File: config.mk
export PLATFORM = sky130hd
export DESIGN_NAME = priority_encoder_hs
export DESIGN_NICKNAME = d
export VERILOG_FILES = /design/src/rtl/priority_encoder_hs.sv
export SDC_FILE = /design/constraint.sdc
export NUM_CORES = 1
export LEC_CHECK = 0
export BUFFER_PORTS_ARGS = -buffer_cell sky130_fd_sc_hd__buf_2
export CORE_ASPECT_RATIO = 0.7
export CORE_MARGIN = 8
export CORE_UTILIZATION = 25
export DETAILED_ROUTE_END_ITERATION = 7
export PLACE_DENSITY = 0.54
export SYNTH_ARGS = -nofsm -noshare
export SYNTH_HDL_FRONTEND = slang
export SYNTH_SLANG_ARGS = --single-unit
export TNS_END_PERCENT = 5
File: constraint.sdc
create_clock -name clk -period 4.3 [get_ports clk]
set_input_delay 0.215 -clock clk [delete_from_list [all_inputs] [get_ports clk]]
set_output_delay 0.215 -clock clk [all_outputs]
set_load 0.05 [all_outputs]
File: src/rtl/priority_encoder_hs.sv
// Captures request lines into a pending set and grants the highest set bit
// through a two-state present/acknowledge handshake, counting requests lost to bits that were already pending.
module priority_encoder_hs #(
    parameter int N  = 8,
    parameter int CW = 3
) (
    input  logic          clk,
    input  logic          rst_n,
    input  logic          en,
    input  logic [N-1:0]  req,
    input  logic          ack,
    output logic [CW-1:0] code,
    output logic          valid,
    output logic [N-1:0]  pending,
    output logic [3:0]    ovf_cnt
);

    localparam int PW = $clog2(N + 1);

    typedef enum logic {
        IDLE    = 1'b0,
        PRESENT = 1'b1
    } state_t;

    state_t          state_r;
    logic [CW-1:0]   code_r;
    logic            valid_r;
    logic [N-1:0]    pending_r;
    logic [3:0]      ovf_cnt_r;

    logic            grant_s;
    logic [CW-1:0]   grant_idx_s;
    logic [N-1:0]    clr_mask_s;
    logic [N-1:0]    pending_next_s;
    logic [N-1:0]    lost_s;
    logic [PW-1:0]   lost_cnt_s;
    logic [5:0]      ovf_sum_s;
    logic [3:0]      ovf_next_s;

    // Highest set bit wins because later iterations overwrite earlier ones.
    function automatic logic [CW-1:0] top_index(input logic [N-1:0] vec);
        logic [CW-1:0] idx;
        idx = {CW{1'b0}};
        for (int i = 0; i < N; i++) begin
            if (vec[i]) begin
                idx = CW'(i);
            end else begin
                idx = idx;
            end
        end
        return idx;
    endfunction

    function automatic logic [PW-1:0] pop_count(input logic [N-1:0] vec);
        logic [PW-1:0] cnt;
        cnt = {PW{1'b0}};
        for (int i = 0; i < N; i++) begin
            cnt = cnt + {{(PW-1){1'b0}}, vec[i]};
        end
        return cnt;
    endfunction

    // Grant decision, pending-set update and overflow accounting for this edge.
    always_comb begin
        grant_s     = (state_r == IDLE) && (pending_r != {N{1'b0}});
        grant_idx_s = top_index(pending_r);
        clr_mask_s  = {N{1'b0}};
        if (grant_s) begin
            clr_mask_s = {{(N-1){1'b0}}, 1'b1} << grant_idx_s;
        end else begin
            clr_mask_s = {N{1'b0}};
        end

        // Set-wins: OR-ing req after the clear keeps a bit re-requested at its grant edge.
        if (en) begin
            pending_next_s = (pending_r & ~clr_mask_s) | req;
            lost_s         = req & pending_r & ~clr_mask_s;
        end else begin
            pending_next_s = pending_r & ~clr_mask_s;
            lost_s         = {N{1'b0}};
        end

        lost_cnt_s = pop_count(lost_s);
        ovf_sum_s  = {2'b00, ovf_cnt_r} + 6'(lost_cnt_s);
        if (ovf_sum_s > 6'd15) begin
            ovf_next_s = 4'd15;
        end else begin
            ovf_next_s = ovf_sum_s[3:0];
        end
    end

    // Handshake FSM together with the pending set and overflow counter.
    always_ff @(posedge clk or negedge rst_n) begin
        if (!rst_n) begin
            state_r   <= IDLE;
            code_r    <= {CW{1'b0}};
            valid_r   <= 1'b0;
            pending_r <= {N{1'b0}};
            ovf_cnt_r <= 4'd0;
        end else begin
            pending_r <= pending_next_s;
            ovf_cnt_r <= ovf_next_s;
            case (state_r)
                IDLE: begin
                    if (grant_s) begin
                        state_r <= PRESENT;
                        code_r  <= grant_idx_s;
                        valid_r <= 1'b1;
                    end else begin
                        state_r <= IDLE;
                        valid_r <= 1'b0;
                    end
                end
                PRESENT: begin
                    if (ack) begin
                        state_r <= IDLE;
                        valid_r <= 1'b0;
                    end else begin
                        state_r <= PRESENT;
                        valid_r <= 1'b1;
                    end
                end
                default: begin
                    state_r <= IDLE;
                    valid_r <= 1'b0;
                end
            endcase
        end
    end

    assign code    = code_r;
    assign valid   = valid_r;
    assign pending = pending_r;
    assign ovf_cnt = ovf_cnt_r;

endmodule

==> impl_metrics.json <==
{
  "final-hold-violation-count": 0,
  "drt-vias-per-instance": 4.57,
  "timing.final.setup_violations": 2,
  "cap_violations": 0,
  "worst_r2r_path_depth": 16,
  "clock-root-buffer": "clkbuf_8",
  "cts_htree_levels": 1,
  "synth_fp_nets": 126,
  "post_synth_fa_ha_maj_area_fraction_pct": 17.4,
  "synth.top_cell.area_share_pct": 39.9,
  "antenna_found_initial": 0,
  "p_int_mw": 0.399,
  "clock_latency_ns": 0.25,
  "required_ns": 4.44,
  "comb_power_share_pct": 56.6,
  "fin_crit_sh_pct": 101,
  "synthXorXnorAreaFrac_pct": 0.872,
  "clk_path_buf_depth": 2,
  "numCtsBuffers": 3,
  "globalRouteOverflowTotal": 0,
  "drt_first_pass_iters": 4,
  "sequentialPowerShare_pct": 27.1,
  "ys_types": 27,
  "path_class": "register to register",
  "dominant_combinational_cell_family_by_area_after_synthesis": "simple AND/OR/NAND/NOR gates",
  "synth_top_flop_cell": "dfrtp_1",
  "global_route.usage.total_pct": 8.83,
  "worstPathMaxFanout": 3,
  "clockPowerShare_pct": 16.2,
  "power.ir.vdd_worst_uv": 374,
  "average_wire_per_cell_in_the_routed_design_um": 13.7,
  "chipWidth_um": 91.8,
  "boundaryPins": 28,
  "synth_seq_cells": 16,
  "compound_gate_fraction_of_synth_area_pct": 15.9,
  "yosys_warnings": 0,
  "cts_tree": "done",
  "final_cell_count_no_fill": 192,
  "multiInputGateArea_um2": 559,
  "synth_area_per_cell_um2": 9.75,
  "area_growth_syn_to_layout_pct": 30.9,
  "p_leak_nw": 0.633,
  "drt_iter0_drc": 44,
  "grt_max_degree": 17,
  "seqCellArea_um2": 403,
  "n_fill_cell": 407,
  "synthMuxAreaShare_pct": 0.996,
  "buffer_ports.inserted": 27,
  "post_synth_and_or_nand_nor_area_fraction_pct": 19.3,
  "count_of_vias_placed_by_the_detailed_router": 877,
  "relSlewSlack_pct": 73.1,
  "die_y_um": 69.0,
  "fin_crit_ns": 4.36,
  "ant_nets": 0,
  "hold_path_depth": 2,
  "ys_seq_area_share_pct": 39.9,
  "first_global_vias": 933,
  "drive_above_1_share_pct": 37.9,
  "finalMaxSlewViolations": 0,
  "routed_wirelength_um": 2630,
  "cp-start-kind": "register",
  "worst_ep_arrival_time_ns": 4.50,
  "die_area_um2": 6340,
  "diodes": 0,
  "worstSetupEndpointType": "register",
  "net_total_in_the_final_layout": 164,
  "post-synth-top-count-cell": "nand2_1",
  "power.switching_fraction_pct": 46.4,
  "clock_sink_count": 16,
  "grt_pass1_wl_um": 4460,
  "p_sw_mw": 0.345,
  "cts_post_setup_buffers_inserted": 0,
  "synth_edf_count": 0,
  "dp_wirelength_um": 2060,
  "synth.cell_area_um2": 1000,
  "clk_transition_reported_paths_ns": 0.07,
  "finalCoreUtilization_pct": 33.7,
  "cells_after_synth": 103,
  "tightest_slew_ns": 0.403,
  "dpl.cell_count": 187,
  "crit_path_setup_slack_layout_ns": -0.0607,
  "critical-path-max-stage-delay_ns": 0.53,
  "core_um2": 3900,
  "path_cells": "or4_4, or2_4, o41ai_4, nor2_2, fa_1, inv_2, fa_1, inv_1, fa_1, fa_2, inv_2, fa_2, inv_2, a21o_1, a21oi_2, nand2_1",
  "weighted_congestion_at_the_end_of_routability_driven_global_placement": 0.759,
  "rsz_0062_raised_after_global_routing": "yes",
  "floorplan.initialDensity_pct": 25.8,
  "synth_area_leader_cell": "dfrtp_1",
  "failed_checks": "negative setup slack",
  "min_path_type": "input port to register",
  "yosys-top-cells-area": "dfrtp_1 40%, fa_1 10%, ha_1 7.5%",
  "run_status": "finished with violations",
  "clock.fmax_ghz": 0.229,
  "post-route-drc-count": 0,
  "row_count": 19,
  "synthArstFlopShare_pct": 100,
  "power.density_nw_per_um2": 565,
  "synth_commonest_cells": "17 x nand2_1, 16 x dfrtp_1, 10 x inv_1, 10 x nor2_1, 6 x ha_1",
  "critical_path.slowest_cell": "or4_4",
  "finalClockSkew_ns": 0.000854
}
==> logic make-up (layout without fill, tap and decap cells) <==
group	after synthesis	in the layout
buffers and inverters	13	50
muxes	1	1
DFF	16	16
adders and majority gates	11	11
and+or+nand+nor	41	41
AOI/OAI and AO/OA	20	20
xor gates and xnor gates	1	1
==> area by class of cell <==
type	count	share of cell area, %
Multi-Input combinational cell	74	42.5
Sequential cell	16	30.6
Timing Repair Buffer	36	15.6
Tap cell	52	4.95
Clock buffer	4	3.43
Inverter	10	2.85
==> what timing repair did <==
item,CTS,global route
setup endpoints to repair,2,4
pin swaps,1,1
gates resized for setup,1,2
hold buffers,1,0
hold endpoints to repair,16,0
==> metrics by stage <==
stage	power, mW	setup TNS (ns)	cell area [um2]	hold WS [ns]	setup slack [ns]
after floorplan	0.520	-0.408	1020	-0.0806	-0.173
after global placement	0.608	-0.0324	1260	0.166	-0.0242
after detailed placement	0.622	-0.158	1260	0.165	-0.0801
final	0.744	-0.109	1320	0.133	-0.0607
after CTS	0.753	-0.141	1310	0.130	-0.0745
after global routing	0.811	-0.721	1320	0.152	-0.244
==> power groups by stage <==
stage / Clock [mW] / Combinational [mW] / Sequential (mW)
after detailed placement: 0 / 0.418 / 0.203
after global routing: 0.134 / 0.470 / 0.206
final: 0.121 / 0.421 / 0.202
after global placement: 0 / 0.406 / 0.202
after floorplan: 0 / 0.213 / 0.308
after CTS: 0.126 / 0.425 / 0.202
==> flip-flops by register name, summed over array words and instances, names as in the netlist <==
name	cells
ovf_cnt	4
valid	1
pending	8
code	3
==> placed cells by master (no fill, tap or decap), drive strengths merged <==
master and n:
fa 5, clkbuf 4, o31ai 4, a21o 1
nand4 2, or2 1, mux2i 1, ha 6
dfrtp 16, xnor2 1, nor3 5, nor2b 1
o21ai 4, dlygate4sd3 1, o21bai 1, a22o 3
o41ai 1, or4 4, buf 35, nand2 17
nor2 10, a21oi 5, o31a 1, inv 10
nand2b 1
==> metal layers <==
layer	up-vias	part of all wire (%)	global-route usage [%]
met5	-	0	0
met4	0	1.0	3.91
met3	2	4.8	3.24
met2	21	46	13.9
met1	423	48	10.5
li1	431	-	-
==> worst max-delay path: cells and delay by family, from the launching register on <==
kind                     cells  cell delay (ns)
AO/OA/AOI/OAI                3             0.57
adder cells (fa/ha/maj)      5             2.10
flip-flops                   1             0.40
buffers and inverters        4             0.21
AND/OR/NAND/NOR              4             0.96
==> path summary, 6_finish.rpt <==
| check | startpoint | to | slack, ns |
|---|---|---|---|
| min in group asynchronous | rst_n | code[2] | 0.42 |
| hold / removal | ack | valid | 0.13 |
| setup reg to reg | pending[6] | ovf_cnt[1] | -0.06 |
| hold reg to reg | code[0] | code[0] | 0.50 |
| setup / recovery | pending[6] | ovf_cnt[1] | -0.06 |
| max in group asynchronous | rst_n | pending[7] | 3.57 |
(Power assumes the default switching activity.)
